<file path="config.mk">
export PLATFORM = sky130hd
export DESIGN_NAME = ysyx_22050612_idu_stage_flat
export DESIGN_NICKNAME = d
export VERILOG_FILES = /design/src/rtl/ysyx_22050612_idu_stage_if.sv /design/src/rtl/ysyx_22050612_idu_stage.sv /design/src/flat_wrapper.sv
export SDC_FILE = /design/constraint.sdc
export NUM_CORES = 1
export LEC_CHECK = 0
export BUFFER_PORTS_ARGS = -buffer_cell sky130_fd_sc_hd__clkbuf_2
export CELL_PAD_IN_SITES_DETAIL_PLACEMENT = 1
export CELL_PAD_IN_SITES_GLOBAL_PLACEMENT = 1
export CORE_MARGIN = 2
export CORE_UTILIZATION = 44
export CTS_CLUSTER_DIAMETER = 40
export CTS_CLUSTER_SIZE = 10
export DETAILED_ROUTE_END_ITERATION = 6
export PLACE_DENSITY_LB_ADDON = 0.1
export SKIP_LAST_GASP = 1
export SLEW_MARGIN = 10
export SYNTH_ARGS = -nofsm -noshare
export SYNTH_HDL_FRONTEND = slang
export SYNTH_SLANG_ARGS = --single-unit
</file>
<file path="constraint.sdc">
create_clock -name clk -period 5.3 [get_ports clk]
set_input_delay 0.795 -clock clk [delete_from_list [all_inputs] [get_ports clk]]
set_output_delay 0.795 -clock clk [all_outputs]
set_load 0.02 [all_outputs]
</file>
<file path="src/rtl/ysyx_22050612_idu_stage_if.sv">
// ysyx_22050612_idu_stage_if: fetch-side and EXU-side handshake bundle of the decode stage
interface ysyx_22050612_idu_stage_if #(
  parameter int XLEN  = 64,
  parameter int DEPTH = 2
);
  logic                     in_valid;
  logic                     in_ready;
  logic [31:0]              in_inst;
  logic [XLEN-1:0]          in_pc;
  logic                     out_valid;
  logic                     out_ready;
  logic [XLEN-1:0]          out_pc;
  logic [XLEN-1:0]          out_imm;
  logic [4:0]               out_rd;
  logic [4:0]               out_rs1;
  logic [4:0]               out_rs2;
  logic [6:0]               out_opcode;
  logic [2:0]               out_fmt;
  logic                     out_rd_we;
  logic                     out_illegal;
  logic [$clog2(DEPTH):0]   occupancy;
  modport master (
    output in_valid, in_inst, in_pc, out_ready,
    input  in_ready, out_valid, out_pc, out_imm, out_rd, out_rs1, out_rs2,
           out_opcode, out_fmt, out_rd_we, out_illegal, occupancy
  );
  modport slave (
    input  in_valid, in_inst, in_pc, out_ready,
    output in_ready, out_valid, out_pc, out_imm, out_rd, out_rs1, out_rs2,
           out_opcode, out_fmt, out_rd_we, out_illegal, occupancy
  );
endinterface

</file>
<file path="src/rtl/ysyx_22050612_idu_stage.sv">
// ysyx_22050612_idu_stage: RV32I/RV64I decoder feeding a DEPTH-entry FIFO towards EXU
module ysyx_22050612_idu_stage #(
  parameter int XLEN  = 64,
  parameter int DEPTH = 2
) (
  input logic                      clk,
  input logic                      rst_n,
  input logic                      flush,
  ysyx_22050612_idu_stage_if.slave bus
);
  localparam int AW = $clog2(DEPTH);
  localparam logic [2:0] F_R = 3'd0, F_I = 3'd1, F_S = 3'd2, F_B = 3'd3, F_U = 3'd4, F_J = 3'd5, F_X = 3'd7;
  typedef struct packed {
    logic [XLEN-1:0] pc;
    logic [XLEN-1:0] imm;
    logic [4:0]      rd;
    logic [4:0]      rs1;
    logic [4:0]      rs2;
    logic [6:0]      opcode;
    logic [2:0]      fmt;
    logic            rd_we;
    logic            illegal;
  } entry_t;
  entry_t        mem_q [DEPTH];
  entry_t        mem_d [DEPTH];
  entry_t        dec;
  entry_t        head;
  logic [AW-1:0] rptr_q, rptr_d, wptr_q, wptr_d;
  logic [AW:0]   cnt_q, cnt_d;
  logic [31:0]   inst;
  logic [6:0]    op;
  logic          rv64, push, pop;
  assign inst = bus.in_inst;
  assign op   = inst[6:0];
  assign rv64 = XLEN == 64;
  // Opcodes not listed below (including any with inst[1:0] != 2'b11) fall through to illegal
  always_comb begin
    dec         = '0;
    dec.pc      = bus.in_pc;
    dec.rd      = inst[11:7];
    dec.rs1     = inst[19:15];
    dec.rs2     = inst[24:20];
    dec.opcode  = op;
    dec.fmt     = (op == 7'b0110011 || (rv64 && op == 7'b0111011)) ? F_R :
                  (op == 7'b0010011 || op == 7'b0000011 || op == 7'b1100111 || op == 7'b1110011 ||
                   (rv64 && op == 7'b0011011)) ? F_I :
                  op == 7'b0100011 ? F_S :
                  op == 7'b1100011 ? F_B :
                  (op == 7'b0110111 || op == 7'b0010111) ? F_U :
                  op == 7'b1101111 ? F_J : F_X;
    dec.imm     = dec.fmt == F_I ? XLEN'($signed(inst[31:20])) :
                  dec.fmt == F_S ? XLEN'($signed({inst[31:25], inst[11:7]})) :
                  dec.fmt == F_B ? XLEN'($signed({inst[31], inst[7], inst[30:25], inst[11:8], 1'b0})) :
                  dec.fmt == F_U ? XLEN'($signed({inst[31:12], 12'b0})) :
                  dec.fmt == F_J ? XLEN'($signed({inst[31], inst[19:12], inst[20], inst[30:21], 1'b0})) : '0;
    dec.illegal = dec.fmt == F_X;
    dec.rd_we   = (dec.fmt == F_R || dec.fmt == F_I || dec.fmt == F_U || dec.fmt == F_J) && |inst[11:7];
  end
  assign bus.in_ready  = !cnt_q[AW];
  assign bus.out_valid = |cnt_q;
  assign push          = bus.in_valid && bus.in_ready;
  assign pop           = bus.out_valid && bus.out_ready;
  always_comb begin
    mem_d = mem_q;
    if (push && !flush) mem_d[wptr_q] = dec;
    wptr_d = flush ? '0 : wptr_q + AW'(push);
    rptr_d = flush ? '0 : rptr_q + AW'(pop);
    cnt_d  = flush ? '0 : cnt_q + (AW+1)'(push) - (AW+1)'(pop);
  end
  always_ff @(posedge clk or negedge rst_n) begin
    if (!rst_n) begin
      mem_q  <= '{default: '0};
      wptr_q <= '0;
      rptr_q <= '0;
      cnt_q  <= '0;
    end else begin
      mem_q  <= mem_d;
      wptr_q <= wptr_d;
      rptr_q <= rptr_d;
      cnt_q  <= cnt_d;
    end
  end
  assign head            = mem_q[rptr_q];
  assign bus.out_pc      = head.pc;
  assign bus.out_imm     = head.imm;
  assign bus.out_rd      = head.rd;
  assign bus.out_rs1     = head.rs1;
  assign bus.out_rs2     = head.rs2;
  assign bus.out_opcode  = head.opcode;
  assign bus.out_fmt     = head.fmt;
  assign bus.out_rd_we   = head.rd_we;
  assign bus.out_illegal = head.illegal;
  assign bus.occupancy   = cnt_q;
endmodule

</file>
<file path="src/flat_wrapper.sv">
// flat-port wrapper written by rule: the top's interface ports become plain ports
module ysyx_22050612_idu_stage_flat 
#(
  parameter int XLEN  = 64,
  parameter int DEPTH = 2
)
  (clk, rst_n, flush, bus_in_valid, bus_in_inst, bus_in_pc, bus_out_ready, bus_in_ready, bus_out_valid, bus_out_pc, bus_out_imm, bus_out_rd, bus_out_rs1, bus_out_rs2, bus_out_opcode, bus_out_fmt, bus_out_rd_we, bus_out_illegal, bus_occupancy);
  ysyx_22050612_idu_stage_if #(.XLEN(XLEN), .DEPTH(DEPTH)) bus_i ();
  input logic clk;
  input logic rst_n;
  input logic flush;
  input wire logic [$bits(bus_i.in_valid)-1:0] bus_in_valid;
  input wire logic [$bits(bus_i.in_inst)-1:0] bus_in_inst;
  input wire logic [$bits(bus_i.in_pc)-1:0] bus_in_pc;
  input wire logic [$bits(bus_i.out_ready)-1:0] bus_out_ready;
  output wire logic [$bits(bus_i.in_ready)-1:0] bus_in_ready;
  output wire logic [$bits(bus_i.out_valid)-1:0] bus_out_valid;
  output wire logic [$bits(bus_i.out_pc)-1:0] bus_out_pc;
  output wire logic [$bits(bus_i.out_imm)-1:0] bus_out_imm;
  output wire logic [$bits(bus_i.out_rd)-1:0] bus_out_rd;
  output wire logic [$bits(bus_i.out_rs1)-1:0] bus_out_rs1;
  output wire logic [$bits(bus_i.out_rs2)-1:0] bus_out_rs2;
  output wire logic [$bits(bus_i.out_opcode)-1:0] bus_out_opcode;
  output wire logic [$bits(bus_i.out_fmt)-1:0] bus_out_fmt;
  output wire logic [$bits(bus_i.out_rd_we)-1:0] bus_out_rd_we;
  output wire logic [$bits(bus_i.out_illegal)-1:0] bus_out_illegal;
  output wire logic [$bits(bus_i.occupancy)-1:0] bus_occupancy;
  assign bus_i.in_valid = bus_in_valid;
  assign bus_i.in_inst = bus_in_inst;
  assign bus_i.in_pc = bus_in_pc;
  assign bus_i.out_ready = bus_out_ready;
  assign bus_in_ready = bus_i.in_ready;
  assign bus_out_valid = bus_i.out_valid;
  assign bus_out_pc = bus_i.out_pc;
  assign bus_out_imm = bus_i.out_imm;
  assign bus_out_rd = bus_i.out_rd;
  assign bus_out_rs1 = bus_i.out_rs1;
  assign bus_out_rs2 = bus_i.out_rs2;
  assign bus_out_opcode = bus_i.out_opcode;
  assign bus_out_fmt = bus_i.out_fmt;
  assign bus_out_rd_we = bus_i.out_rd_we;
  assign bus_out_illegal = bus_i.out_illegal;
  assign bus_occupancy = bus_i.occupancy;
  ysyx_22050612_idu_stage #(.XLEN(XLEN), .DEPTH(DEPTH)) u_core (.clk(clk), .rst_n(rst_n), .flush(flush), .bus(bus_i));
endmodule
</file>
==> results of run 1 <==
-- worst max-delay path by stage --
stage | from | to | slack (ps) | depth (start not counted)
floorplan | u_core.rptr_q | bus_out_imm[32] | 2680 | 5
global placement | flush | u_core.mem_q[207] | 2390 | 4
detailed placement | flush | u_core.mem_q[208] | 2350 | 4
CTS | u_core.rptr_q | bus_out_rd_we | 1870 | 3
global route | u_core.rptr_q | bus_out_imm[56] | 1790 | 2
finish | u_core.rptr_q | bus_out_rd_we | 1940 | 3
-- layer usage --
metal  part of all wire  GRT usage  vias up  routed length (µm)
li1                   -          -     4401                   -
met1               0.45      0.326     4650               14800
met2               0.49      0.399      211               16200
met3              0.045     0.0404       56                1500
met4              0.020     0.0600        0                 665
met5                  0          0        -                   0
-- critical path, cell delays in order (launching register included) --
cell and delay, ps:
dfrtp_4 1030, buf_12 420, mux2_2 410, clkbuf_2 160
-- per-stage QoR --
stage	utilization	cells	area [µm²]	total power (W)	worst slack, ps
finish	0.543	1786	14100	0.00854	1940
global route	0.543	1786	14100	0.00908	1790
CTS	0.543	1786	14100	0.00865	1870
detailed placement	0.496	1718	12900	0.00615	2350
global placement	0.496	1718	12900	0.00603	2390
floorplan	-	1225	11600	0.00514	2680
-- cell type report --
type                       count  area (µm²)  share of cell area
clock inverter                22         213              0.0151
clock buffer                  46        1020              0.0724
multi-input combinational    855        4760               0.337
sequential                   250        6260               0.443
timing repair buffer         271        1420               0.101
inverter                       7        26.3             0.00186
tap                          335         419              0.0297
-- synth_stat cells (3+ instances only) --
| cell type | count | area share |
|---|---|---|
| nand2_1 | 558 | 0.18 |
| dfrtp_1 | 250 | 0.54 |
| mux2_2 | 123 | 0.12 |
| clkbuf_1 | 36 | 0.012 |
| buf_4 | 34 | 0.022 |
| buf_2 | 27 | 0.012 |
| o21ai_0 | 24 | 0.010 |
| o211ai_1 | 23 | 0.015 |
| a221o_1 | 18 | 0.016 |
| nor2_1 | 15 | 0.0048 |
| a32o_1 | 14 | 0.012 |
| buf_1 | 13 | 0.0042 |
| a22oi_1 | 8 | 0.0052 |
| a31oi_1 | 8 | 0.0043 |
| inv_1 | 7 | 0.0023 |
| a21oi_1 | 6 | 0.0026 |
| and2_1 | 4 | 0.0022 |
| nand3_1 | 4 | 0.0017 |
| o21ai_1 | 4 | 0.0017 |
| buf_6 | 3 | 0.0029 |
| nand3b_1 | 3 | 0.0019 |
| nor2b_1 | 3 | 0.0016 |
| nor3_1 | 3 | 0.0013 |
| or2_2 | 3 | 0.0016 |
| or3_1 | 3 | 0.0016 |
| xnor2_1 | 3 | 0.0023 |
-- logic make-up (layout without fill, tap and decap cells) --
kind of cell | count (synthesis) | in the layout | share of synthesized area
buffers and inverters | 120 | 346 | 0.0546
flip-flops | 250 | 250 | 0.539
multiplexers | 123 | 123 | 0.119
XOR/XNOR | 4 | 4 | 0.00302
AND/OR/NAND/NOR | 610 | 610 | 0.208
adder cells (fa/ha/maj) | 2 | 2 | 0.00215
AO/OA/AOI/OAI | 116 | 116 | 0.0742
-- state kept, by name, indices dropped and copies added, names as in the netlist --
signal                flops
u_core.bus.occupancy      2
u_core.rptr_q             1
u_core.mem_q            246
u_core.wptr_q             1
-- layout by cell type (no fill, tap or decap), types with 3 or more instances in the layout --
master     count
a22oi_1        8
clkbuf_2     258
or3_1          3
or2_2          3
a221o_1       18
xnor2_1        3
dfrtp_1      249
nor2_1        15
nor2b_1        3
o211ai_1      23
clkinv_2      11
a32o_1        14
inv_1          7
clkbuf_16     39
and2_1         4
mux2_2       123
nor3_1         3
inv_6          3
clkbuf_1       5
nand3b_1       3
nand2_1      558
clkinv_4       3
nand3_1        4
bufinv_16      3
o21ai_1        5
o21ai_0       23
buf_4         10
a21oi_1        6
a31oi_1        8
-- power by group through the flow --
stage | combinational [W] | clock, W | sequential, W
floorplan | 0.00219 | 0 | 0.00295
global route | 0.00328 | 0.00257 | 0.00323
finish | 0.00297 | 0.00243 | 0.00313
detailed placement | 0.00300 | 0 | 0.00315
global placement | 0.00292 | 0 | 0.00311
CTS | 0.00303 | 0.00248 | 0.00314
==> results_dict.tcl, run 1 <==
set metrics [dict create \
    crit_arrival_ps 2560 \
    core_area_um2 26000 \
    reg2reg_slack_ps 2650 \
    io_pins 260 \
    pwr-share-seq 0.367 \
    ir_drop_uv 295 \
    dp_hpwl_um 20800 \
    ys_async_sr_fraction 1.00 \
    cts_tree "done" \
    syn_nets 1328 \
    cts_made_buffers 39 \
    synth_seq_area_share 0.539 \
    wire_per_inst_um 18.5 \
    grt_pass1_vias 9857 \
    syn_avg_cell_area_um2 9.48 \
    path_clk_slew_ps 50 \
    wl_um 33100 \
    finalSetupViolations 0 \
    cts_resized 0 \
    r2r-end "u_core.mem_q[47]" \
    setup.worst_path.class "register to output port" \
    min_path_type "primary input to async pin" \
    diodes 0 \
    grt_max_degree 104 \
    worstPathMaxFanout 63 \
    layout.nets 1527 \
    worst_pin_slew_ps 1050 \
    r2r-start "u_core.bus.occupancy[1]" \
    p_per_area_nw_per_um2 604 \
    finalCritPeriodShare 0.633 \
    max_cap_violations 0 \
    drtIter0Drc 571 \
    cts_setup_buffers 0 \
    status "finished, final reports clean" \
    cts_htree_levels 2 \
    initial_core_util 0.447 \
    internal_power_w 0.00536 \
    routabilityCongestion 0.797 \
    synthFlopType "dfrtp_1" \
    timing_hold_violations_final 0 \
    synth_area_um2 11600 \
    syn2layout_area_growth_pct 21.6 \
    grt_usage 0.239 \
    ant_nets 0 \
    synth_cell_type_count 48 \
    max-slew-margin-rel 0.300 \
    leakage_nw 7.38 \
    grt_pass1_wl_um 53900 \
    routed_via_density 5.22 \
    fmax_mhz 298 \
    dr.pass1.iters 4 \
    drcViolationCount 0 \
    yosysWarnings 0 \
    cts.sinks 250 \
    slew_viol_final 0 \
    p_comb_frac 0.348 \
    period_minus_slack_ps 3360 \
    clk_latency_ps 520 \
    postCtsHoldBufs 0 \
    fill_cells 3046 \
    tns_ps 0 \
    clockRootBuffer "clkbuf_16" \
    synth_cells 1225 \
    ys_seq_elements 250 \
    finClkSkew_ps 22.1 \
    worstSetupStartpointType "register" \
    drive_gt1_frac 0.323 \
    p_switching_w 0.00318 \
    die_w_um 166 \
    dieArea_um2 27700 \
    globalRouteOverflowTotal 0 \
    worstPathRequired_ps 4510 \
    pwr-share-clk 0.285 \
    r2r_cells 5 \
    endpoint_kind "output port" \
    rows 59 \
    clockBufferDepth 3 \
    rsz0062_at_grt "no" \
    synth-edff-count 0 \
    worst_hold_slack_ps 314 \
    io_buffer_count 259 \
    switching_share 0.372 \
    die_h_um 166 \
    dr_total_vias 9318 \
    antenna_found_initial 0 \
]
Note: power is estimated with default switching activity, not from simulation.
==> inputs of run 2 (changes only) <==
--- a/config.mk
+++ b/config.mk
@@ -9,7 +9,7 @@
 export CELL_PAD_IN_SITES_DETAIL_PLACEMENT = 1
 export CELL_PAD_IN_SITES_GLOBAL_PLACEMENT = 1
 export CORE_MARGIN = 2
-export CORE_UTILIZATION = 44
+export CORE_UTILIZATION = 37
 export CTS_CLUSTER_DIAMETER = 40
 export CTS_CLUSTER_SIZE = 10
 export DETAILED_ROUTE_END_ITERATION = 6
==> constraint.sdc (replaced) <==
create_clock -name clk -period 2.7 [get_ports clk]
set_input_delay 0.405 -clock clk [delete_from_list [all_inputs] [get_ports clk]]
set_output_delay 0.405 -clock clk [all_outputs]
set_load 0.02 [all_outputs]
==> results_dict.tcl, run 2 (synthesized netlist as in run 1, its figures left out) <==
set metrics [dict create \
    setup.worst_path.class "register to output port" \
    layout_common_cells "nand2_1 (558), clkbuf_2 (258), dfrtp_1 (249)" \
    dp_hpwl_um 22500 \
    clockRootBuffer "clkbuf_16" \
    dr_total_vias 9416 \
    cts.sinks 250 \
    top_register "u_core.mem_q" \
    initial_core_util 0.378 \
    status "finished, final reports clean" \
    ant_nets 0 \
    fmax_mhz 423 \
    p_per_area_nw_per_um2 1220 \
    grt_pass1_vias 10100 \
    endpoint_kind "output port" \
    postCtsHoldBufs 1 \
    fin_cells 1885 \
    cts_htree_levels 2 \
    wire_per_inst_um 18.2 \
    die_w_um 181 \
    clockBufferDepth 3 \
    dieArea_um2 32800 \
    drtIter0Drc 451 \
    slew_viol_final 0 \
    period_minus_slack_ps 2370 \
    routabilityCongestion 0.746 \
    worstPathMaxFanout 25 \
    p_switching_w 0.00644 \
    die_h_um 181 \
    max_cap_violations 0 \
    clk_latency_ps 530 \
    routed_via_density 5.00 \
    syn2layout_area_growth_pct 27.6 \
    worstSetupStartpointType "register" \
    dr.pass1.iters 5 \
    worstPathRequired_ps 2300 \
    cts_tree "done" \
    io_pins 260 \
    timing_hold_violations_final 0 \
    wl_um 34400 \
    crit_arrival_ps 1960 \
    final_common_cell "nand2_1" \
    finClkSkew_ps 25.6 \
    globalRouteOverflowTotal 0 \
    internal_power_w 0.0116 \
    rows 64 \
    p_comb_frac 0.335 \
    finalCritPeriodShare 0.876 \
    cts_setup_buffers 0 \
    ir_drop_uv 574 \
    min_path_cells 3 \
    place_inst 1795 \
    leakage_nw 7.68 \
    fill_cells 3550 \
    pwr-share-clk 0.333 \
    largest_reg_flops 246 \
    cts_made_buffers 48 \
    rsz0062_at_grt "no" \
    cts_resized 0 \
    r2r_cells 4 \
    grt_max_degree 79 \
    min_path_type "primary input to register" \
    max-slew-margin-rel 0.500 \
    grt_pass1_wl_um 56200 \
    drive_gt1_frac 0.338 \
    path_clk_slew_ps 50 \
    antenna_found_initial 2 \
    finalSetupViolations 0 \
    io_buffer_count 259 \
    drcViolationCount 0 \
    grt_usage 0.212 \
    tns_ps 0 \
    switching_share 0.357 \
    pwr-share-seq 0.333 \
    layout.nets 1553 \
    worst_pin_slew_ps 747 \
    core_area_um2 30700 \
]
[run 2: cell types whose count changed in the layout (fill, tap and decap cells not counted), sizes merged, moves of 2 or more]
cell and delta:
bufinv +2, diode +2, buf +16, inv -3, clkbuf +16, clkinv +4
[run 2: area by class of cell]
class,count,area (µm²),area share
diodes,2,5.00,0.000338
clock buffers,62,1370,0.0923
clock inverters,25,285,0.0193
inverters,7,26.3,0.00177
multi-input cells,855,4760,0.321
flip-flops and latches,250,6260,0.423
well taps,396,495,0.0335
repair buffers,288,1610,0.109
[run 2: power by group through the flow]
stage | Combinational (W) | Sequential, W | Clock (W)
3_3_place_gp | 0.00601 | 0.00601 | 0
4_1_cts | 0.00616 | 0.00602 | 0.00614
6_report | 0.00605 | 0.00601 | 0.00601
3_5_place_dp | 0.00612 | 0.00606 | 0
5_1_grt | 0.00667 | 0.00621 | 0.00633
2_1_floorplan | 0.00430 | 0.00579 | 0
[run 2: path summary, 6_finish.rpt]
| path | from | to | slack [ps] |
|---|---|---|---|
| hold / removal | bus_in_pc[51] | u_core.mem_q[142] | 70 |
| setup / recovery | u_core.rptr_q | bus_out_imm[22] | 330 |
| min in group asynchronous | rst_n | u_core.mem_q[98] | 440 |
| hold reg to reg | u_core.mem_q[289] | u_core.mem_q[289] | 470 |
| setup reg to reg | u_core.bus.occupancy[1] | u_core.mem_q[201] | 540 |
| max in group asynchronous | rst_n | u_core.mem_q[291] | 1420 |
[run 2: critical path: stages, from the launching register on]
cell and delay [ps]:
dfrtp_4 470, buf_4 360, mux2_2 410, clkbuf_2 160
[run 2: routing by layer]
| metal | part of all wire | vias up | track usage |
|---|---|---|---|
| met3 | 0.050 | 48 | 0.0367 |
| met2 | 0.47 | 236 | 0.351 |
| li1 | - | 4471 | - |
| met4 | 0.017 | 0 | 0.0514 |
| met1 | 0.46 | 4661 | 0.292 |
| met5 | 0 | - | 0 |
[run 2: stage by stage]
step	setup WS, ps	hold WS [ps]	util	instance area, µm²	total power [W]
6_report	334	75.0	0.482	14800	0.0181
2_1_floorplan	467	109	-	11600	0.0101
3_5_place_dp	434	457	0.427	13100	0.0122
3_3_place_gp	518	451	0.427	13100	0.0120
4_1_cts	290	55.5	0.481	14800	0.0183
5_1_grt	232	74.3	0.482	14800	0.0192
